File: src/rtl/shift_seq.sv
// Frame sequencer for a 4-bit shift register: parallel load, then LSB-first serialisation.
// Define SHIFT_SEQ_PARITY_EN to append an even-parity bit after the data bits.
//
// state   | meaning
// S_IDLE  | waiting for START
// S_LOAD  | register parallel-loads the held word
// S_SHIFT | four serial shifts, IS fills from the top
// S_PAR   | parity bit on SOUT (parity build only)
// S_DONE  | end-of-frame pulse, may accept the next frame directly
module shift_seq (
    input  logic       C,
    input  logic       CLR,
    input  logic       START,
    input  logic [3:0] DIN,
    input  logic       IS,
    output logic       SP,
    output logic       CE,
    output logic [3:0] Q,
    output logic       SOUT,
    output logic       BUSY,
    output logic       DONE
);

`ifdef SHIFT_SEQ_PARITY_EN
    typedef enum logic [2:0] {S_IDLE, S_LOAD, S_SHIFT, S_PAR, S_DONE} state_t;
`else
    typedef enum logic [2:0] {S_IDLE, S_LOAD, S_SHIFT, S_DONE} state_t;
`endif

    state_t     state;
    state_t     nxt;
    logic [3:0] hold;
    logic [2:0] cnt;

    function automatic state_t next_state(input state_t s, input logic start, input logic [2:0] n);
        next_state = S_IDLE;
        case (s)
            S_IDLE:  next_state = start ? S_LOAD : S_IDLE;
            S_LOAD:  next_state = S_SHIFT;
`ifdef SHIFT_SEQ_PARITY_EN
            S_SHIFT: next_state = (n == 3'd3) ? S_PAR : S_SHIFT;
            S_PAR:   next_state = S_DONE;
`else
            S_SHIFT: next_state = (n == 3'd3) ? S_DONE : S_SHIFT;
`endif
            S_DONE:  next_state = start ? S_LOAD : S_IDLE;
            default: next_state = S_IDLE;
        endcase
    endfunction

    assign nxt = next_state(state, START, cnt);

`ifdef SHIFT_SEQ_PARITY_EN
    logic par_sel;
    assign SOUT = par_sel ? ^hold : Q[0];
`else
    assign SOUT = Q[0];
`endif

    // Outputs are registered from the next state so they line up with the state register.
    always_ff @(negedge C) begin
        if (CLR) begin
            state <= S_IDLE;
            hold  <= 4'b0000;
            cnt   <= 3'd0;
            Q     <= 4'b0000;
            SP    <= 1'b1;
            CE    <= 1'b0;
            BUSY  <= 1'b0;
            DONE  <= 1'b0;
`ifdef SHIFT_SEQ_PARITY_EN
            par_sel <= 1'b0;
`endif
        end else begin
            state <= nxt;
            SP    <= (nxt != S_LOAD);
            CE    <= (nxt == S_LOAD) || (nxt == S_SHIFT);
            BUSY  <= (nxt != S_IDLE) && (nxt != S_DONE);
            DONE  <= (nxt == S_DONE);
`ifdef SHIFT_SEQ_PARITY_EN
            par_sel <= (nxt == S_PAR);
`endif
            case (state)
                S_IDLE, S_DONE: begin
                    if (START) hold <= DIN;
                end
                S_LOAD: begin
                    Q   <= hold;
                    cnt <= 3'd0;
                end
                S_SHIFT: begin
                    Q   <= {IS, Q[3:1]};
                    cnt <= cnt + 3'd1;
                end
                default: ;
            endcase
        end
    end

endmodule
File: config.mk
export PLATFORM = sky130hd
export DESIGN_NAME = shift_seq
export DESIGN_NICKNAME = d
export VERILOG_FILES = /design/src/rtl/shift_seq.sv
export SDC_FILE = /design/constraint.sdc
export NUM_CORES = 1
export LEC_CHECK = 0
export BUFFER_PORTS_ARGS = -buffer_cell sky130_fd_sc_hd__buf_2
export CORE_MARGIN = 3
export CORE_UTILIZATION = 50
export CTS_BUF_LIST = sky130_fd_sc_hd__clkbuf_8
export CTS_CLUSTER_DIAMETER = 40
export DETAILED_ROUTE_END_ITERATION = 8
export PLACE_DENSITY = 0.79
export SYNTH_ARGS = -nofsm -noshare
export SYNTH_HDL_FRONTEND = slang
export SYNTH_SLANG_ARGS = --single-unit
File: constraint.sdc
create_clock -name C -period 1.6 [get_ports C]
set_input_delay 0.32 -clock C [delete_from_list [all_inputs] [get_ports C]]
set_output_delay 0.32 -clock C [all_outputs]
set_load 0.01 [all_outputs]
==> impl_metrics.ini <==
[timing]
setup_slack_ns = -0.298
hold_slack_ns = 0.463
slew-limit-headroom_pct = 72.7
finalHoldViolCount = 0
tightest_slew_ns = 0.410
rsz0062_at_grt = true
setup_viol = 10
skew_ns = 0.0231
tns_ns = -2.45
finalMaxSlewViolations = 0

[global_route]
first_global_vias = 645
grt-ovfl-total = 0
grtUsageTotal_pct = 17.7
grt_start_max_net_pins = 17
grt_pass1_wl_um = 2510
antenna_found_initial = 0

[setup_path]
end_kind = output pin
critical_path.max_fanout = 2
r2r_end = DONE
critical_path_required_ns = 1.28
cp_top_family = flip-flops
cpMaxStageDelayCell = dfxtp_2
slowest_delay_ns = 0.33
r2r-start = state[0]
crit_chain = buf_6
critPathLaunchType = register
critPathKind = reg -> out
rrSetupSlack_ns = 0.10
cp.arrival_ns = 1.58
cp_num_buf_inv = 1
rr_worst_depth = 6

[route]
firstDrtPassIters = 4
drcViolationCount = 0
vias_per_cell = 5.12
final_antenna_net_count = 0
wl_per_cell_um = 13.5
drt_iter0_markers = 13
via_count = 630
finalWirelength_um = 1660

[die]
die_h_um = 43.6
ioPinCount = 17
dieArea_um2 = 1900
fp-row-count = 12
die_w_um = 43.6
initial_utilization_pct = 58.1
core_um2 = 1220

[hold_path]
worstHoldPathType = reg -> reg
min_path_cells = 2
whs_endpoint = cnt[1]
min_from = cnt[1]

[pwr]
max-vdd-ir-drop_uv = 887
power_mw = 1.29
p_leak_nw = 0.490
pwr_density_cell_nw_per_um2 = 1270

[synth]
syn_area_um2 = 707
yosysTopAreaCellShare_pct = 45.3
netlist-cell-type-count = 19
syn_nets = 84
synth-seq-cells = 16
ys_seq_area_share_pct = 45.3
yosysWarnings = 0
synth.avg_cell_area_um2 = 9.96
yosys-top-cells-area = dfxtp_1 (45%), ha_1 (8.8%), a21bo_2 (5.7%), mux2i_1 (5.7%), nor2b_1 (5.3%)
netlist.top_cell.by_area = dfxtp_1
synth_cells = 71

[finish]
multi_input_area_um2 = 350
final_cell_area_um2 = 1020
finalNetCount = 123
drive_gt1_share_pct = 39.4
nFillCells = 80
area_delta_synth_final_pct = 43.9
layout_commonest_cell = inv_1
layout_common_cells = inv_1 (19), dfxtp_1 (11), buf_4 (10)
register_area_um2 = 327
antenna_cells = 0

[clocking]
insertion_delay_ns = 0.34
cts_sinks = 16
clk_path_buf_depth = 2
hold_buffers = 0
clock-root-buffer = clkbuf_8
cts_buffers = 3
cts_tree = built
cts-htree-levels = 1
clk_pin_slew_worst_paths_ns = 0.06

[status]
status = complete, but fails checks
violations = setup timing

[flow_run]
maxCapViolCount = 0

[placed_design]
port_buffers = 16
placed_area_um2 = 811
globalplace.congestion = 0.713
-- timing repair --
item / 4_1_cts / 5_1_grt
endpoints found under the setup margin: 9 / 11
pin swaps: 0 / 3
endpoints found under the hold margin: 0 / 0
buffers inserted: 1 / 2
resized for setup: 9 / 7
-- per-stage QoR --
stage               setup slack [ns]  utilization [%]  instances
floorplan                     -0.275                -         71
global placement              -0.291             66.7        101
detailed placement            -0.312             66.7        101
CTS                           -0.290             78.7        121
global route                  -0.320             83.6        123
finish                        -0.298             83.6        123
-- cell type report --
class                   count  share of cell area [%]
multi-input cells          44                    34.4
flip-flops and latches     16                    32.1
repair buffers             26                    20.2
clock inverters            17                    6.40
clock buffers               3                    4.06
well taps                  14                    1.72
inverters                   3                    1.11
-- how the worst max path moves through the flow --
stage	startpoint	end	slack, ns	cells after the start
3_5_place_dp	START	CE	-0.31	4
6_report	Q[2]	Q[2]	-0.30	1
5_1_grt	Q[0]	SOUT	-0.32	1
3_3_place_gp	START	CE	-0.29	4
4_1_cts	Q[0]	SOUT	-0.29	1
2_1_floorplan	START	CE	-0.27	4
-- state kept, by name, summed over array words and instances, names as in the netlist --
signal,cells
SP,1
cnt,3
DONE,1
state,2
CE,1
hold,4
Q,4
-- layer usage --
metal  routed length (um)  track usage [%]  part of all wire (%)
met1                  657             17.3                    40
met2                  892             28.5                    54
met3                   85             9.54                   5.1
met4                   27             11.4                   1.6
met5                    0                0                     0
-- power by group --
part | total [mW] | switching [mW] | internal, mW
combinational | 0.333 | 0.146 | 0.187
clock | 0.481 | 0.256 | 0.225
sequential | 0.473 | 0.0253 | 0.448
total | 1.29 | 0.428 | 0.860
-- synth_stat cells --
library cell,count
nand2b_1,1
nand3b_1,1
nor2b_1,6
buf_2,2
a21bo_2,4
a21oi_1,7
a22o_1,1
clkbuf_1,1
nor2_1,2
nand2_1,3
or3b_1,2
buf_6,1
nand3_1,4
inv_1,4
mux2i_1,4
buf_4,3
a211oi_1,4
dfxtp_1,16
ha_1,5
-- cells by family after synthesis --
| kind of cell | share of synthesized area, % |
|---|---|
| DFF | 45.3 |
| and+or+nand+nor | 15.2 |
| buffers and inverters | 8.85 |
| muxes | 5.66 |
| adders and majority gates | 8.85 |
| AOI/OAI and AO/OA | 16.1 |
(Power assumes the default switching activity.)
